--- src/rtl/lr_pkg.sv ---
// Shared encodings for the lr35902 microcode sequencer and ROM: sequencer opcodes,
// sequencer states and the interrupt priority encoder.
package lr_pkg;

  typedef enum logic [2:0] {
    SEQ_NEXT  = 3'd0,
    SEQ_JUMP  = 3'd1,
    SEQ_CALL  = 3'd2,
    SEQ_RET   = 3'd3,
    SEQ_FETCH = 3'd4,
    SEQ_HALT  = 3'd5,
    SEQ_EI    = 3'd6,
    SEQ_DI    = 3'd7
  } seq_op_e;

  typedef enum logic {
    ST_RUN  = 1'b0,
    ST_HALT = 1'b1
  } state_e;

  // Widest request vector the encoder handles; narrower vectors are zero-extended.
  localparam int MAX_IRQ = 32;

  // Lowest set index wins (index 0 is the highest priority).
  function automatic logic [4:0] irq_prio(input logic [MAX_IRQ-1:0] req);
    logic [4:0] idx;
    idx = '0;
    for (int i = MAX_IRQ - 1; i >= 0; i--) begin
      if (req[i]) idx = 5'(i);
    end
    return idx;
  endfunction

endpackage

--- src/rtl/lr_ustack.sv ---
// Micro-subroutine return stack: a small LIFO with a saturating pointer.
// Push when full and pop when empty are ignored; the caller flags the error.
module lr_ustack #(
  parameter int UADDR_W     = 16,
  parameter int STACK_DEPTH = 4
) (
  input  logic               clock4,
  input  logic               resetn,
  input  logic               push,
  input  logic               pop,
  input  logic [UADDR_W-1:0] push_data,
  output logic [UADDR_W-1:0] pop_data,
  output logic               full,
  output logic               empty
);

  localparam int SP_W = $clog2(STACK_DEPTH + 1);

  logic [SP_W-1:0]    sp;
  logic [UADDR_W-1:0] mem [2**SP_W];

  assign full     = (sp == SP_W'(STACK_DEPTH));
  assign empty    = (sp == '0);
  assign pop_data = mem[sp - SP_W'(1)];

  // NOTE: sequential state is assigned with <= so every flop samples pre-edge values.
  always_ff @(posedge clock4 or negedge resetn) begin
    if (!resetn)              sp <= '0;
    else if (push && !full)   sp <= sp + SP_W'(1);
    else if (pop && !empty)   sp <= sp - SP_W'(1);
  end

  // NOTE: the storage array is not reset; sp alone defines which entries are valid.
  always_ff @(posedge clock4) begin
    if (push && !full) mem[sp] <= push_data;
  end

endmodule

--- src/rtl/lr_useq.sv ---
// Microcode sequencer: micro-PC, return stack, memory stalls, HALT and interrupt
// entry with IME and the one-instruction EI delay.
module lr_useq
  import lr_pkg::*;
#(
  parameter int                 UADDR_W     = 16,
  parameter int                 STACK_DEPTH = 4,
  parameter int                 NUM_IRQ     = 5,
  parameter logic [UADDR_W-1:0] RESET_UADDR = 16'h0000,
  parameter logic [UADDR_W-1:0] ISR_UADDR   = 16'h0010,
  parameter logic [15:0]        VEC_BASE    = 16'h0040,
  parameter logic [15:0]        VEC_STRIDE  = 16'h0008
) (
  input  logic               clock4,
  input  logic               resetn,
  input  logic [UADDR_W-1:0] uc_next,
  input  logic [UADDR_W-1:0] uc_jump,
  input  logic [2:0]         seq_op,
  input  logic               mem_req,
  input  logic               mem_ready,
  input  logic [NUM_IRQ-1:0] irq_req,
  output logic [UADDR_W-1:0] uaddr,
  output logic               stall,
  output logic               halted,
  output logic               ime,
  output logic [NUM_IRQ-1:0] irq_ack,
  output logic [15:0]        irq_vector,
  output logic               stack_err
);

  state_e             state, state_d;
  logic [UADDR_W-1:0] uaddr_d;
  logic               ime_d, ime_pend, ime_pend_d, stack_err_d;
  logic [NUM_IRQ-1:0] irq_ack_d;
  logic [15:0]        irq_vector_d;
  logic               push, pop, full, empty, accept, irq_any;
  logic [UADDR_W-1:0] pop_data;
  logic [MAX_IRQ-1:0] irq_pad;
  logic [4:0]         irq_idx;

  lr_ustack #(
    .UADDR_W     (UADDR_W),
    .STACK_DEPTH (STACK_DEPTH)
  ) u_stack (
    .clock4    (clock4),
    .resetn    (resetn),
    .push      (push),
    .pop       (pop),
    .push_data (uc_next),
    .pop_data  (pop_data),
    .full      (full),
    .empty     (empty)
  );

  assign irq_pad = MAX_IRQ'(irq_req);
  assign irq_idx = irq_prio(irq_pad);
  assign irq_any = |irq_req;
  assign stall   = (state == ST_RUN) && mem_req && !mem_ready;
  assign halted  = (state == ST_HALT);

  // NOTE: every output of this block gets a default first, so no path can infer a latch.
  always_comb begin
    state_d      = state;
    uaddr_d      = uaddr;
    ime_d        = ime;
    ime_pend_d   = ime_pend;
    stack_err_d  = stack_err;
    irq_ack_d    = '0;
    irq_vector_d = irq_vector;
    push         = 1'b0;
    pop          = 1'b0;
    accept       = 1'b0;

    case (state)
      ST_RUN: begin
        if (!stall) begin
          case (seq_op_e'(seq_op))
            SEQ_NEXT: uaddr_d = uc_next;
            SEQ_JUMP: uaddr_d = uc_jump;
            SEQ_CALL: begin
              uaddr_d = uc_jump;
              if (full) stack_err_d = 1'b1;
              else      push        = 1'b1;
            end
            SEQ_RET: begin
              if (empty) begin
                uaddr_d     = uc_next;
                stack_err_d = 1'b1;
              end else begin
                uaddr_d = pop_data;
                pop     = 1'b1;
              end
            end
            SEQ_FETCH: begin
              // A pending EI only takes effect after this boundary has been checked.
              if (ime && irq_any) begin
                accept = 1'b1;
              end else begin
                uaddr_d = uc_jump;
                if (ime_pend) begin
                  ime_d      = 1'b1;
                  ime_pend_d = 1'b0;
                end
              end
            end
            SEQ_HALT: begin
              if (irq_any) uaddr_d = uc_next;
              else         state_d = ST_HALT;
            end
            SEQ_EI: begin
              ime_pend_d = 1'b1;
              uaddr_d    = uc_next;
            end
            SEQ_DI: begin
              ime_d      = 1'b0;
              ime_pend_d = 1'b0;
              uaddr_d    = uc_next;
            end
          endcase
        end
      end
      ST_HALT: begin
        if (irq_any) begin
          state_d = ST_RUN;
          if (ime) accept  = 1'b1;
          else     uaddr_d = uc_next;
        end
      end
    endcase

    if (accept) begin
      irq_ack_d    = NUM_IRQ'(1) << irq_idx;
      ime_d        = 1'b0;
      ime_pend_d   = 1'b0;
      irq_vector_d = VEC_BASE + 16'(irq_idx) * VEC_STRIDE;
      uaddr_d      = ISR_UADDR;
    end
  end

  always_ff @(posedge clock4 or negedge resetn) begin
    if (!resetn) begin
      state      <= ST_RUN;
      uaddr      <= RESET_UADDR;
      ime        <= 1'b0;
      ime_pend   <= 1'b0;
      stack_err  <= 1'b0;
      irq_ack    <= '0;
      irq_vector <= VEC_BASE;
    end else begin
      state      <= state_d;
      uaddr      <= uaddr_d;
      ime        <= ime_d;
      ime_pend   <= ime_pend_d;
      stack_err  <= stack_err_d;
      irq_ack    <= irq_ack_d;
      irq_vector <= irq_vector_d;
    end
  end

endmodule

--- config.mk ---
export PLATFORM = sky130hd
export DESIGN_NAME = lr_useq
export DESIGN_NICKNAME = d
export VERILOG_FILES = /design/src/rtl/lr_pkg.sv /design/src/rtl/lr_ustack.sv /design/src/rtl/lr_useq.sv
export SDC_FILE = /design/constraint.sdc
export NUM_CORES = 1
export LEC_CHECK = 0
export BUFFER_PORTS_ARGS = -buffer_cell sky130_fd_sc_hd__buf_4
export CAP_MARGIN = 15
export CORE_ASPECT_RATIO = 0.5
export CORE_UTILIZATION = 40
export CTS_BUF_LIST = sky130_fd_sc_hd__clkbuf_4 sky130_fd_sc_hd__clkbuf_8 sky130_fd_sc_hd__clkbuf_16
export DETAILED_ROUTE_END_ITERATION = 8
export SYNTH_ARGS = -nofsm -noshare
export SYNTH_HDL_FRONTEND = slang
export SYNTH_SLANG_ARGS = --single-unit
--- constraint.sdc ---
create_clock -name clock4 -period 3.03 [get_ports clock4]
set_input_delay 0.1515 -clock clock4 [delete_from_list [all_inputs] [get_ports clock4]]
set_output_delay 0.1515 -clock clock4 [all_outputs]
set_load 0.05 [all_outputs]
== Word-level counts from Yosys, hierarchy flattened ==
Memory sizes are Yosys's and may differ from the RTL's.
Cells that the tools add are included.
W data, S select, Z words.
Storage, ports and cells
  ROM bits: 0
  memory bits (writable): 128
  memories kept: 1
  bits in latches: 0
  register bits: 44
  output and inout port bits: 41
  bits of input ports: 44
Operators by class
  eq/ne operators: 19
  mux-type cells: 51
  divide/modulo/power cells: 0
  $add $sub $neg: 3
  reductions and logical operators: 21
  $mul: 0
  bitwise gates (word level): 2
  shift operators: 1
  $lt $le $gt $ge: 0
Memories
  u_stack.mem: words 8, width 16, rd ports 1, clocked after memory_dff 0, write ports 1, line lr_ustack.sv:20  | logic [UADDR_W-1:0] mem [2**SP_W];
Operators with widths (count)
  $mux W16: 7
  $pmux W16 S5: 1
  $pmux W16 S2: 1
  $mux W1: 29
  $eq A3 B3 Y1 const B: 5
  $mux W3: 5
  $mux W5: 3
  $reduce_and A5 Y1: 3
  $add A7 B8 Y9 const A: 1
  $ne A3 B3 Y1 const B: 3
  $ne A2 B1 Y1 const B: 4
  $ne A4 B4 Y1 const B: 2
  $pmux W1 S2: 4
  $eq A3 B2 Y1 const B: 2
  $logic_not A3 Y1: 2
  $logic_and A1 B1 Y1: 5
  $reduce_or A5 Y1: 1
  $shl A1 B5 Y5 const A: 1
  $reduce_and A4 Y1: 1
  $reduce_bool A2 Y1: 2
  $reduce_bool A4 Y1: 1
  $add A3 B1 Y3 const B: 1
  $eq A3 B1 Y1 const B: 1
  $logic_not A1 Y1: 3
  8 further kinds: 9

== Depth between registers and ports, before layout ==
  depth in word-level cells: 8
  mapped depth: 11

== Hierarchy ==
Synthesis repeated with hierarchy kept, for this count alone.
Unflattened totals
  cells, all modules: 374
  area, all modules: 6887.9 µm²
By module, submodules not included
  lr_ustack: cells an instance 225, area each 5168.7 µm², times used 1
  lr_useq: cells an instance 149, area each 1719.1 µm², times used 1

== Least setup slack after synthesis ==
Ideal clock, no wire load.
  path type: reg2reg
  start: reg u_stack.sp[0]
  end: mem u_stack.mem[1][0], enable pin
  path slack: -0.214 ns
  cell stages (with the launch flop): 10
  clock period less this slack: 3.244 ns
  data arrival time: 2.834 ns
  buffers on the path: 2
  data required time: 2.621 ns
  cell sequence: dfrtp_1 > buf_2 > buf_2 > inv_1 > ha_1 > nand2_1 > nand3_1 > nor2_1 > nand2_1 > nor3_1
Between the ends
  cells in the longest elaborated chain, start to end: 8
Ends and longest elaborated chain
  start, declared: line lr_ustack.sv:19  | logic [SP_W-1:0] sp;
  start signal, assigned: line lr_ustack.sv:29  | else if (push && !full) sp <= sp + SP_W'(1);
  start signal, assigned: line lr_ustack.sv:30  | else if (pop && !empty) sp <= sp - SP_W'(1);
  $eq A3 B3 Y1: line lr_ustack.sv:22  | assign full = (sp == SP_W'(STACK_DEPTH));
  $mux W1: line lr_useq.sv:82  | if (full) stack_err_d = 1'b1;
  $mux W1: line lr_useq.sv:77  | case (seq_op_e'(seq_op))
  $mux W1: line lr_useq.sv:76  | if (!stall) begin
  $mux W1: line lr_useq.sv:74  | case (state)
  $logic_and A1 B1 Y1: line lr_ustack.sv:35  | if (push && !full) mem[sp] <= push_data;
  $mux W1: line lr_ustack.sv:35
  $mux W1 (implied by the code): line lr_ustack.sv:35
  end, declared: line lr_ustack.sv:20
Several ways; a longest one is shown, not always the timed one.

== Worst setup path after layout ==
  start: in irq_req[1]
  end: reg uaddr[14]
Between the ends
  cells in the longest elaborated chain, start to end: 8
Ends and longest elaborated chain
  start, declared: line lr_useq.sv:21  | input logic [NUM_IRQ-1:0] irq_req,
  $reduce_or A5 Y1 (*): line lr_useq.sv:57  | assign irq_any = |irq_req;
  $logic_and A1 B1 Y1: line lr_useq.sv:96  | if (ime && irq_any) begin
  $mux W1: line lr_useq.sv:96
  $mux W1: line lr_useq.sv:77
  $mux W1: line lr_useq.sv:76
  $pmux W1 S2: line lr_useq.sv:74
  $ne A4 B4 Y1 (no source line) (tied with other cells)
  $reduce_and A5 Y1 (no source line)
  end signal, assigned: line lr_useq.sv:151  | uaddr <= uaddr_d;
  end, declared: line lr_useq.sv:22  | output logic [UADDR_W-1:0] uaddr,
Every way passes the cells marked *; elsewhere a longest branch is shown, timed or not.
A chain may end at the register's enable or synchronous reset.

==> impl_metrics.json <==
{
  "synth_edf_count": 128,
  "dp_hpwl_um": 9250,
  "avgRoutedWirePerCell_um": 20.6,
  "p_comb_share_pct": 30.4,
  "crit_type": "in2reg",
  "final_cells": 744,
  "grt_use_total_pct": 19.0,
  "clock-sinks": 159,
  "fillCellCount": 1342,
  "cts_buffers": 17,
  "root_buffer": "clkbuf_16",
  "setup_viol_count_final": 0,
  "syn_area_per_cell_um2": 16.6,
  "status": "completed",
  "cts_setup_buffers": 0,
  "rows": 32,
  "netlist_area_um2": 6670,
  "synth-main-ff-cell": "edfxtp_1",
  "slowest_delay_ns": 0.59,
  "rsz0062_at_grt": "false",
  "wl_um": 15300,
  "route.detailed.drc": 0,
  "max_freq_mhz": 414,
  "p_per_area_nw_per_um2": 814,
  "arrival_ns": 2.78,
  "pwr-share-seq_pct": 39.0,
  "antenna_found_initial": 0,
  "port_buffers": 71,
  "p_leak_nw": 3.01,
  "drive_above_1_share_pct": 31.5,
  "netSwitchingPower_mw": 2.16,
  "ant_nets": 0,
  "n_antenna_cell": 0,
  "path_cells": "dlygate4sd3_1, buf_4, or4_4, o221ai_1, nand4_2, a21oi_1, a221o_1",
  "tightest_slew_ns": 0.900,
  "dp_cells": 691,
  "cts_tree": "yes",
  "grt_pass1_wl_um": 23400,
  "fin_crit_sh_pct": 79.8,
  "hold_viol_final": 0,
  "die_h_um": 93.3,
  "yosysWarnings": 0,
  "switching_share_pct": 32.2,
  "clkTransAtPathRegs_ns": 0.07,
  "worst_clock_skew_ns": 0.00792,
  "period_needed_ns": 2.42,
  "area_growth_syn_to_layout_pct": 23.6,
  "power.share.clock_pct": 30.6,
  "syn_inst": 402,
  "cp.required_ns": 3.39,
  "globalRouteOverflowTotal": 0,
  "intPower_mw": 4.55,
  "critPathSlowestCell": "nand4_2",
  "setup_tns_ns": 0,
  "fin_nets": 557,
  "synth-seq-cells": 159,
  "synthArstFlopShare_pct": 19.5,
  "start_util_pct": 42.1,
  "viasPerCell": 5.39,
  "insertion_delay_ns": 0.42,
  "gp_congestion": 0.779,
  "htreeDepth": 4,
  "grt_pass1_vias": 4025,
  "drtIter0Drc": 324,
  "io_pins": 85,
  "ys_types": 58,
  "critPathCaptureType": "flop",
  "vias": 4008,
  "relSlewSlack_pct": 40.0,
  "slew_viol_final": 0,
  "drv_cap": 0,
  "startpoint_type": "input pin",
  "cts_buffer_depth": 2,
  "seq_area_frac_synth_pct": 69.2,
  "firstDrtPassIters": 5,
  "peakVddDrop_mv": 0.447,
  "fp.dieW_um": 185,
  "grt_max_degree": 36,
  "die_area_um2": 17200,
  "path_max_fanout": 14,
  "post_cts_resized": 0,
  "core_area_um2": 15900,
  "cts_hold_buf": 21,
  "hold_class": "in2reg"
}
==> per-stage QoR <==
step / cell area, µm² / hold WS [ns] / setup slack (ns) / power, mW / utilization (%)
final: 8250 / 0.0301 / 0.612 / 6.72 / 52.0
after global routing: 8250 / 0.0250 / 0.487 / 7.00 / 52.0
after CTS: 8250 / 0.0109 / 0.608 / 6.78 / 52.0
after detailed placement: 7470 / 0.149 / 0.611 / 4.70 / 47.1
after global placement: 7470 / 0.142 / 0.686 / 4.68 / 47.1
after floorplan: 6720 / -0.144 / 0.213 / 4.18 / -
==> state kept, by name, summed over array words and instances, names as in the netlist <==
name and flops:
irq_vector 3, ime 1, ime_pend 1, u_stack.mem 128
halted 1, stack_err 1, irq_ack 5, uaddr 16
u_stack.sp 3
==> worst max-delay path: cells and delay by family <==
family | cells | cell delay, ns
AND/OR/NAND/NOR | 2 | 1.09
AO/OA/AOI/OAI | 3 | 0.82
buffers and inverters | 2 | 0.70
==> cell usage after synthesis, types with 5 or more instances <==
cell type    n  area share [%]
a21oi_1     21             1.6
nor2_1      14            0.79
nand2_1     27             1.5
a22oi_1     15             1.7
o21ai_0      9            0.67
a221o_1     14             2.1
mux2i_1      6            0.90
edfxtp_1   128              58
buf_4       13             1.5
dfrtp_1     31              12
mux4_2      30              10
nor3_1       5            0.37
inv_1        8            0.45
buf_2       14             1.1
==> final cells by class <==
cell class	count	area (µm²)	share of cell area, %
Clock buffer	18	433	5.25
Multi-Input combinational cell	213	1870	22.7
Inverter	8	30.0	0.364
Tap cell	221	277	3.35
Sequential cell	159	4620	56.0
Clock inverter	14	134	1.62
Timing Repair Buffer	111	886	10.7
==> path summary, 6_finish.rpt <==
check / from / end / slack (ns) / cells past startpoint
max reg2reg: u_stack.sp[1] / uaddr[6] / 0.63 / 7
max in group asynchronous: resetn / u_stack.sp[0] / 2.45 / 2
max: irq_req[1] / uaddr[14] / 0.61 / 7
min in group asynchronous: resetn / irq_ack[1] / 0.24 / 2
min: uc_next[7] / u_stack.mem[4][7] / 0.03 / 1
min reg2reg: ime_pend / ime_pend / 0.50 / 1
==> layer usage <==
layer	GRT usage, %	share of wire, %	up-vias
met5	0	0	-
met4	7.23	1.4	0
met3	3.43	5.7	17
met2	28.8	44	143
met1	27.5	48	2050
li1	-	-	1798
==> power by group through the flow <==
stage	clock network (mW)	registers [mW]	logic, mW
3_5_place_dp	0	2.66	2.04
2_1_floorplan	0	2.87	1.31
6_report	2.06	2.62	2.04
5_1_grt	2.17	2.63	2.19
4_1_cts	2.09	2.62	2.06
3_3_place_gp	0	2.66	2.02
==> logic make-up (layout without fill, tap and decap cells) <==
kind of cell	count (synthesis)	in the layout	share of synthesized area (%)
AO/OA/AOI/OAI	84	84	9.23
XOR/XNOR	2	2	0.263
adder cells (fa/ha/maj)	3	3	0.563
buffers and inverters	41	151	3.53
flip-flops	159	159	69.2
multiplexers	38	38	11.4
other	2	13	0.113
AND/OR/NAND/NOR	73	73	5.72
==> cells in the final DEF (no fill, tap or decap), types with 5 or more instances in the layout <==
master | synthesis | routed
nand2_1 | 27 | 27
inv_1 | 8 | 8
dlygate4sd3_1 | 0 | 21
mux2i_1 | 6 | 6
dfrtp_1 | 31 | 30
edfxtp_1 | 128 | 128
inv_6 | 0 | 5
buf_4 | 13 | 90
mux4_2 | 30 | 30
conb_1 | 2 | 13
a21oi_1 | 21 | 21
nor2_1 | 14 | 14
clkbuf_16 | 0 | 17
a221o_1 | 14 | 14
o21ai_0 | 9 | 9
a22oi_1 | 15 | 15
(Power assumes the default switching activity.)
